[src/rtl/serial_tx_pkg.sv]
// Shared definitions for the serial link: frame state encoding and line levels.
// Imported by the transmitter and, later, the matching receiver.
package serial_pkg;

  typedef enum logic [2:0] {
    IDLE   = 3'd0,
    START  = 3'd1,
    DATA   = 3'd2,
    PARITY = 3'd3,
    STOP   = 3'd4
  } state_t;

  localparam logic LINE_IDLE = 1'b1;
  localparam logic START_LVL = 1'b0;
  localparam logic STOP_LVL  = 1'b1;

endpackage : serial_pkg

[src/rtl/serial_tx_if.sv]
// Word-in / bit-out port bundle of the serial transmitter.
// Handshake: a word transfers at a rising clock edge where valid_in & ready_out.
interface serial_tx_if #(
  parameter int WIDTH = 8
);

  logic [WIDTH-1:0] data_in;
  logic             valid_in;
  logic             ready_out;
  logic             q_out;
  logic             busy;

  modport master (
    output data_in,
    output valid_in,
    input  ready_out,
    input  q_out,
    input  busy
  );

  modport slave (
    input  data_in,
    input  valid_in,
    output ready_out,
    output q_out,
    output busy
  );

endinterface : serial_tx_if

[src/rtl/serial_tx_bit_timer.sv]
// Reloadable down-counter that paces one serial bit: ticks when it reaches 0
// while running, and reloads to DIV-1 on that tick or on an explicit load.
module bit_timer #(
  parameter int DIV = 4
) (
  input  logic clock,
  input  logic reset_n,
  input  logic i_load,
  input  logic i_run,
  output logic o_tick
);

  localparam int CW = $clog2(DIV) + 1;
  localparam logic [CW-1:0] RELOAD = CW'(DIV - 1);

  logic [CW-1:0] r_count;
  logic          w_zero;

  assign w_zero = (r_count == '0);
  assign o_tick = i_run && w_zero;

  always_ff @(posedge clock or negedge reset_n) begin
    if (!reset_n) begin
      r_count <= '0;
    end else if (i_load || o_tick) begin
      r_count <= RELOAD;
    end else if (i_run) begin
      r_count <= r_count - 1'b1;
    end
  end

endmodule : bit_timer

[src/rtl/serial_tx.sv]
// Framed LSB-first parallel-to-serial transmitter: start 0, data, stop 1, each
// bit held DIV clocks. Define SERIAL_TX_PARITY_EN to add an even-parity bit.
module serial_tx
  import serial_pkg::*;
#(
  parameter int WIDTH = 8,
  parameter int DIV   = 4
) (
  input  logic        clock,
  input  logic        reset_n,
  serial_tx_if.slave  bus,
  output state_t      o_dbg_state
);

  localparam int IDXW = $clog2(WIDTH) + 1;
  localparam logic [IDXW-1:0] LAST_IDX = IDXW'(WIDTH - 1);

  state_t           r_state;
  logic [WIDTH-1:0] r_shreg;
  logic [IDXW-1:0]  r_bit_idx;
  logic             r_q;
`ifdef SERIAL_TX_PARITY_EN
  logic             r_parity;
`endif

  logic             w_handshake;
  logic             w_run;
  logic             w_tick;
  logic [WIDTH-1:0] w_shifted;

  assign w_handshake = bus.valid_in && (r_state == IDLE);
  assign w_run       = (r_state != IDLE);
  assign w_shifted   = r_shreg >> 1;

  bit_timer #(
    .DIV (DIV)
  ) u_bit_timer (
    .clock   (clock),
    .reset_n (reset_n),
    .i_load  (w_handshake),
    .i_run   (w_run),
    .o_tick  (w_tick)
  );

  // q_out is registered alongside the state so the line never glitches.
  always_ff @(posedge clock or negedge reset_n) begin
    if (!reset_n) begin
      r_state   <= IDLE;
      r_q       <= LINE_IDLE;
      r_shreg   <= '0;
      r_bit_idx <= '0;
`ifdef SERIAL_TX_PARITY_EN
      r_parity  <= 1'b0;
`endif
    end else begin
      case (r_state)
        IDLE: begin
          r_q <= LINE_IDLE;
          if (w_handshake) begin
            r_shreg   <= bus.data_in;
            r_bit_idx <= '0;
`ifdef SERIAL_TX_PARITY_EN
            r_parity  <= ^bus.data_in;
`endif
            r_state   <= START;
            r_q       <= START_LVL;
          end
        end
        START: begin
          if (w_tick) begin
            r_state <= DATA;
            r_q     <= r_shreg[0];
          end
        end
        DATA: begin
          if (w_tick) begin
            if (r_bit_idx == LAST_IDX) begin
`ifdef SERIAL_TX_PARITY_EN
              r_state <= PARITY;
              r_q     <= r_parity;
`else
              r_state <= STOP;
              r_q     <= STOP_LVL;
`endif
            end else begin
              r_shreg   <= w_shifted;
              r_bit_idx <= r_bit_idx + 1'b1;
              r_q       <= w_shifted[0];
            end
          end
        end
`ifdef SERIAL_TX_PARITY_EN
        PARITY: begin
          if (w_tick) begin
            r_state <= STOP;
            r_q     <= STOP_LVL;
          end
        end
`endif
        STOP: begin
          if (w_tick) begin
            r_state <= IDLE;
            r_q     <= LINE_IDLE;
          end
        end
        default: begin
          r_state <= IDLE;
          r_q     <= LINE_IDLE;
        end
      endcase
    end
  end

  assign bus.ready_out = (r_state == IDLE);
  assign bus.busy      = (r_state != IDLE);
  assign bus.q_out     = r_q;
  assign o_dbg_state   = r_state;

endmodule : serial_tx

[src/flat_wrapper.sv]
// flat-port wrapper written by rule: the top's interface ports become plain ports
module serial_tx_flat import serial_pkg::*;
#(
  parameter int WIDTH = 8,
  parameter int DIV   = 4
)
  (clock, reset_n, o_dbg_state, bus_data_in, bus_valid_in, bus_ready_out, bus_q_out, bus_busy);
  serial_tx_if #(.WIDTH(WIDTH)) bus_i ();
  input  logic clock;
  input  logic reset_n;
  output state_t o_dbg_state;
  input wire logic [$bits(bus_i.data_in)-1:0] bus_data_in;
  input wire logic [$bits(bus_i.valid_in)-1:0] bus_valid_in;
  output wire logic [$bits(bus_i.ready_out)-1:0] bus_ready_out;
  output wire logic [$bits(bus_i.q_out)-1:0] bus_q_out;
  output wire logic [$bits(bus_i.busy)-1:0] bus_busy;
  assign bus_i.data_in = bus_data_in;
  assign bus_i.valid_in = bus_valid_in;
  assign bus_ready_out = bus_i.ready_out;
  assign bus_q_out = bus_i.q_out;
  assign bus_busy = bus_i.busy;
  serial_tx #(.WIDTH(WIDTH), .DIV(DIV)) u_core (.clock(clock), .reset_n(reset_n), .bus(bus_i), .o_dbg_state(o_dbg_state));
endmodule
[config.mk]
export PLATFORM = sky130hd
export DESIGN_NAME = serial_tx_flat
export DESIGN_NICKNAME = d
export VERILOG_FILES = /design/src/rtl/serial_tx_pkg.sv /design/src/rtl/serial_tx_if.sv /design/src/rtl/serial_tx_bit_timer.sv /design/src/rtl/serial_tx.sv /design/src/flat_wrapper.sv
export SDC_FILE = /design/constraint.sdc
export NUM_CORES = 1
export LEC_CHECK = 0
export ABC_AREA = 1
export CAP_MARGIN = 20
export CORE_AREA = 2 2 64 66
export CTS_BUF_LIST = sky130_fd_sc_hd__clkbuf_16
export CTS_CLUSTER_DIAMETER = 40
export DETAILED_ROUTE_END_ITERATION = 8
export DIE_AREA = 0 0 66 68
export PLACE_DENSITY = 0.56
export SLEW_MARGIN = 20
export SYNTH_ARGS = -nofsm -noshare
export SYNTH_HDL_FRONTEND = slang
export SYNTH_SLANG_ARGS = --single-unit
[constraint.sdc]
create_clock -name clock -period 2 [get_ports clock]
set_input_delay 0.4 -clock clock [delete_from_list [all_inputs] [get_ports clock]]
set_output_delay 0.4 -clock clock [all_outputs]
set_load 0.005 [all_outputs]
==> key figures, run 1 <==
STA
  – Endpoints failing setup: 0
  – Worst rel slew slack: 76.4%
  – Tcrit/Tclk final: 96.1%
  – RSZ-0062 raised after global routing: no
  – Worst-margin pin slew: 0.352 ns
  – Final min period: 1.92 ns
  – Clock skew: 0.00106 ns
  – Fin. Hold Viols: 0
  – Hold WS: 0.483 ns
  – Fmax: 520 MHz
  – Setup TNS: 0 ns
  – Max-slew violation count: 0

Worst setup path
  – CP Launch Point: u_core.o_dbg_state[2]
  – Worst endpoint required time: 1.60 ns
  – Worst r2r src: u_core.u_bit_timer.r_count[0]
  – CP Capture Type: output port
  – CP Max Fanout: 4
  – Setup crit start kind: register
  – Worst setup path class: reg2out
  – WP data arrival: 1.52 ns

CTS
  – Worst-path clk slew: 0.05 ns
  – Num CTS Buffers: 3
  – CTS tree: done
  – Worst-Skew Late Latency: 0.25 ns
  – Hold buffers post-CTS: 0
  – H-tree depth: 1
  – Clk root buf: clkbuf_16
  – CTS max path bufs: 2
  – Clock sinks: 19

Power and ir drop
  – Internal Pwr Total: 1230 uW
  – Total Power: 2010 uW
  – Pwr per Cell Area: 1410 mW/mm^2
  – LEAKAGE: 0.000704 uW
  – Sw frac: 38.7%
  – Part of the power in registers: 30.8%
  – Combinational share of power: 49.1%
  – Clk network pwr share: 20.1%
  – Sw Pwr: 777 uW
  – VDD IR max: 0.470 mV

Run status
  – Status: completed

Synth
  – Ys Warns: 0
  – Synth unique cells: 22
  – Synthesized Nets: 153
  – Post-synthesis cell count: 139
  – Sequential element share of the synthesized area: 43.5%
  – Mapped Avg Cell Area: 7.88 sq um
  – Post-Syn Area: 0.00109 sq mm
  – Register bit total from synthesis: 19

Min path
  – Worst min-delay path category: in2async

Route
  – Number of vias per cell: 4.45
  – DRC viols: 0
  – Routed wire per std cell: 10.1 microns
  – Vias: 944
  – DRT Pass-1 Iters: 4
  – Post-DRT Antenna Nets: 0
  – Initial DRC count: 38
  – WL final: 2140 microns

Layout
  – Fraction of layout cells with a size suffix above 1: 17.9%
  – Util after Layout: 37.1%
  – NumNets Final: 177
  – P&R area growth vs syn: 30.5%
  – Ant diodes: 0

Floorplan
  – Core Area: 0.00386 sq mm
  – Rows: 23
  – Full die area: 0.00449 sq mm
  – Starting Density: 28.4%
  – Die Wd: 66 microns
  – Ports: 17
  – Die height: 68 microns

Place
  – Port Buffer Count: 16
  – RePlAce Congestion: 0.802
  – Hpwl dp: 1620 microns

Global routing
  – Initial antenna violation count: 0
  – Vias in the first global route: 886
  – Largest net degree at the start of global routing: 20
  – All-layer global routing usage: 11.3%
  – First-pass GRT wire length: 3880 microns
  – Remaining Overflow, GRT: 0

Job
  – Max_cap viols: 0
## synthesized netlist by cell type, drive strengths merged
cell type | number | share of area [%]
o22ai | 1 | 0.57
inv | 21 | 7.2
nand4 | 3 | 1.7
a21oi | 2 | 1.6
o211ai | 1 | 0.69
nand3b | 1 | 0.69
buf | 2 | 1.8
o21ai | 17 | 10
nor2 | 14 | 6.2
nand3 | 7 | 4.3
a31oi | 1 | 0.57
dfrtp | 18 | 41
nand2 | 46 | 17
xor2 | 1 | 0.80
ha | 3 | 3.4
dfstp | 1 | 2.4
## worst max-delay path, stage by stage, from the launching register on
cell and delay (ns):
dfrtp_1 0.41, inv_2 0.11, nand2_2 0.09, nor2_4 0.14, clkdlybuf4s50_1 0.51
## state kept, by name, indices dropped and copies added, names as in the netlist
register / flops
u_core.bus.q_out: 1
u_core.o_dbg_state: 3
u_core.r_bit_idx: 4
u_core.r_shreg: 8
u_core.u_bit_timer.r_count: 3
## kinds of logic (layout without fill, tap and decap cells)
family          count (synthesis)  count (layout)  synth area share, %
simple gates                   71              71                 29.6
buf+inv                        23              46                 9.03
compound gates                 22              22                 13.6
flops                          19              19                 43.5
fa+ha+maj                       3               3                 3.43
xor+xnor                        1               1                0.800
## power by group through the flow
stage / clock, uW / combinational [uW] / sequential (uW)
after floorplan: 0 / 680 / 622
after global placement: 0 / 970 / 619
after detailed placement: 0 / 988 / 627
after CTS: 420 / 994 / 620
after global routing: 441 / 1140 / 640
final: 404 / 988 / 619
## final cells by class
class / count / area, sq um
Fill cell: 426 / 2430
Multi-Input combinational cell: 97 / 522
Sequential cell: 19 / 477
Timing Repair Buffer: 21 / 210
Inverter: 21 / 78.8
Clock buffer: 3 / 75.1
Tap cell: 50 / 62.6
Clock inverter: 1 / 3.75
## metal layers
metal / part of all wire, % / up-vias / global-route usage [%]
li1: - / 489 / -
met1: 47 / 429 / 15.0
met2: 46 / 23 / 18.1
met3: 5.3 / 3 / 2.47
met4: 1.5 / 0 / 4.34
met5: 0 / - / 0
## worst paths after layout
path / end / depth (start not counted) / slack (ns)
max in group asynchronous: u_core.bus.q_out / 2 / 1.25
min in group clock: u_core.r_shreg[2] / 2 / 0.49
worst min-delay path: u_core.r_shreg[4] / 2 / 0.48
worst max-delay path: bus_ready_out / 4 / 0.08
worst min register to register: u_core.r_shreg[2] / 2 / 0.49
worst max register to register: u_core.r_shreg[4] / 8 / 0.49
## cells in the final DEF (no fill, tap or decap), types with 2 or more instances in the layout
cell / n
clkbuf_16: 3
nand2_1: 41
clkdlybuf4s50_1: 16
nand3_1: 6
nor2_4: 2
inv_1: 19
inv_2: 3
nand4_1: 3
a21oi_2: 2
dfrtp_1: 18
nand2_2: 5
o21ai_2: 7
ha_1: 3
o21ai_0: 10
nor2_1: 12
buf_4: 4
## through the flow
| stage | std cells | instance area, sq um | setup WS, ns |
|---|---|---|---|
| finish | 212 | 1430 | 0.0779 |
| global route | 212 | 1430 | 0.00907 |
| CTS | 210 | 1410 | 0.0247 |
| detailed placement | 206 | 1330 | 0.250 |
| global placement | 206 | 1330 | 0.299 |
| floorplan | 139 | 1090 | 0.615 |
## timing repair
| action | CTS | global route |
|---|---|---|
| resized for setup | 1 | 1 |
| buffers inserted | 0 | 2 |
| pin swaps | 0 | 1 |
| setup endpoints to repair | 1 | 2 |
(Power assumes the default switching activity.)
==> inputs of run 2 (changes only) <==
--- a/config.mk
+++ b/config.mk
@@ -13,6 +13,7 @@
 export DETAILED_ROUTE_END_ITERATION = 8
 export DIE_AREA = 0 0 66 68
 export PLACE_DENSITY = 0.56
+export REMOVE_ABC_BUFFERS = 1
 export SLEW_MARGIN = 20
 export SYNTH_ARGS = -nofsm -noshare
 export SYNTH_HDL_FRONTEND = slang
==> run 2 against run 1 <==
- die area unchanged
- critical path type unchanged
- largest cell class unchanged
- sequential share of layout area about the same
- clock skew up 0.0015 ns
- sequential cell count unchanged
- utilization about the same
- critical path depth unchanged
- count of clock-buffer cells in the layout unchanged
- highest routed layer unchanged
- final cell count unchanged
==> key figures, run 2 (same netlist as run 1, synthesis figures left out) <==
Place
  – Port Buffer Count: 16
  – RePlAce Congestion: 0.793
  – Hpwl dp: 1680 microns
  – Placed Instances: 206
  – Dpl cell area: 0.00133 sq mm

Route
  – DRT Pass-1 Iters: 3
  – WL final: 2290 microns
  – Initial DRC count: 11
  – Vias: 918
  – Number of vias per cell: 4.33
  – Routed wire per std cell: 10.8 microns
  – DRC viols: 0
  – Post-DRT Antenna Nets: 0

Layout
  – Most frequent cells in the layout: nand2_1, inv_1, dfrtp_1, clkdlybuf4s50_1, nor2_1
  – Largest register FFs: 8
  – Register area: 477 sq um
  – Ant diodes: 0
  – Commonest non-fill, non-tap cell in the layout: nand2_1
  – P&R area growth vs syn: 30.4%
  – Final Non-Filler Cells: 212
  – Design area: 0.00143 sq mm
  – Filler instances: 424
  – Multi-input gate area: 519 sq um
  – Fraction of layout cells with a size suffix above 1: 17.9%
  – NumNets Final: 177
  – Util after Layout: 37.0%
  – Most flops, register: u_core.r_shreg
  – Biggest regs: u_core.r_shreg: 8 flops, u_core.r_bit_idx: 4 flops

Worst setup path
  – Worst setup path class: reg2out
  – CP Capture Type: output port
  – CP top delay family: buffers and inverters
  – CP Max Fanout: 4
  – WP depth: 4
  – Crit path largest cell delay: 0.51 ns
  – Crit-path cells: inv_2 > nand2_1 > nor2_4 > clkdlybuf4s50_1
  – Slowest-stage cell, CP: clkdlybuf4s50_1
  – WP data arrival: 1.55 ns
  – Setup crit start kind: register
  – WP buf/inv: 2
  – Worst Reg-to-Reg Cells: 8
  – Worst endpoint required time: 1.60 ns

Global routing
  – Vias in the first global route: 899
  – Largest net degree at the start of global routing: 20
  – First-pass GRT wire length: 3950 microns
  – Initial antenna violation count: 0
  – Remaining Overflow, GRT: 0
  – All-layer global routing usage: 11.7%

Floorplan
  – Full die area: 0.00449 sq mm
  – Die Wd: 66 microns
  – Die height: 68 microns
  – Starting Density: 28.4%
  – Core Area: 0.00386 sq mm
  – Ports: 17
  – Rows: 23

Min path
  – Worst min-delay path category: in2async

Power and ir drop
  – VDD IR max: 0.647 mV
  – LEAKAGE: 0.000703 uW
  – Pwr per Cell Area: 1430 mW/mm^2

CTS
  – H-tree depth: 1
  – CTS tree: done
  – Worst-path clk slew: 0.05 ns
  – Worst-Skew Late Latency: 0.26 ns
  – Hold buffers post-CTS: 0
  – Clk root buf: clkbuf_16
  – Num CTS Buffers: 3
  – Clock sinks: 19
  – CTS max path bufs: 2

STA
  – Worst rel slew slack: 77.4%
  – Fin. Hold Viols: 0
  – Clock skew: 0.00257 ns
  – Fmax: 514 MHz
  – Hold WS: 0.480 ns
  – RSZ-0062 raised after global routing: no
  – Setup TNS: 0 ns
  – Tcrit/Tclk final: 97.3%
  – Endpoints failing setup: 0
  – Final min period: 1.95 ns
  – Worst-margin pin slew: 0.338 ns
  – Max-slew violation count: 0

Run status
  – Status: completed

Job
  – Max_cap viols: 0
==> run 2: layer usage <==
metal / wire, microns / up-vias / GRT usage [%]
met5: 0 / - / 0
met4: 40 / 0 / 5.36
met3: 70 / 3 / 2.47
met2: 1100 / 13 / 20.1
met1: 1080 / 413 / 14.1
li1: - / 489 / -
==> run 2: area by class of cell <==
type,count,area share [%]
Clock buffer,3,5.26
Clock inverter,1,0.351
Inverter,21,5.52
Multi-Input combinational cell,97,36.4
Sequential cell,19,33.4
Tap cell,50,4.38
Timing Repair Buffer,21,14.7
==> run 2: metrics by stage <==
step | worst slack [ns] | total power [uW]
finish | 0.0545 | 2040
global route | 0.000259 | 2230
CTS | 0.0104 | 2060
detailed placement | 0.245 | 1620
global placement | 0.283 | 1590
floorplan | 0.643 | 1260
==> run 2: timing repair <==
action,4_1_cts,5_1_grt
buffers inserted,0,2
endpoints found under the setup margin,2,2
pin swaps,0,1
endpoints found under the hold margin,0,0
gates resized for setup,1,0
==> run 2: final timing paths <==
kind | start | end | slack, ns
max | u_core.o_dbg_state[2] | bus_ready_out | 0.05
min | reset_n | u_core.r_shreg[2] | 0.48
max reg2reg | u_core.u_bit_timer.r_count[0] | u_core.r_bit_idx[1] | 0.45
min reg2reg | u_core.u_bit_timer.r_count[0] | u_core.u_bit_timer.r_count[0] | 0.48
max in group asynchronous | reset_n | u_core.bus.q_out | 1.25
min in group clock | u_core.u_bit_timer.r_count[0] | u_core.u_bit_timer.r_count[0] | 0.48
==> run 2: worst reg2reg max path, stage by stage (launching register included) <==
cell and delay, ns:
dfrtp_1 0.38, inv_1 0.06, ha_1 0.15, ha_1 0.25
inv_1 0.12, o21ai_2 0.16, nand2_2 0.13, nand2_1 0.08
o21ai_0 0.08
==> run 2: power by group <==
group | leakage, uW | total [uW] | internal (uW) | switching (uW)
logic | 0.000423 | 998 | 425 | 573
registers | 0.000240 | 616 | 541 | 74.4
clock network | 0.0000409 | 422 | 269 | 154
==> inputs of run 3 (changes only) <==
--- a/config.mk
+++ b/config.mk
@@ -10,6 +10,7 @@
 export CORE_AREA = 2 2 64 66
 export CTS_BUF_LIST = sky130_fd_sc_hd__clkbuf_16
 export CTS_CLUSTER_DIAMETER = 40
+export CTS_CLUSTER_SIZE = 16
 export DETAILED_ROUTE_END_ITERATION = 8
 export DIE_AREA = 0 0 66 68
 export PLACE_DENSITY = 0.56
==> results of run 3 <==
Same layout as run 2: the final DEF is identical, and so are final timing and power.
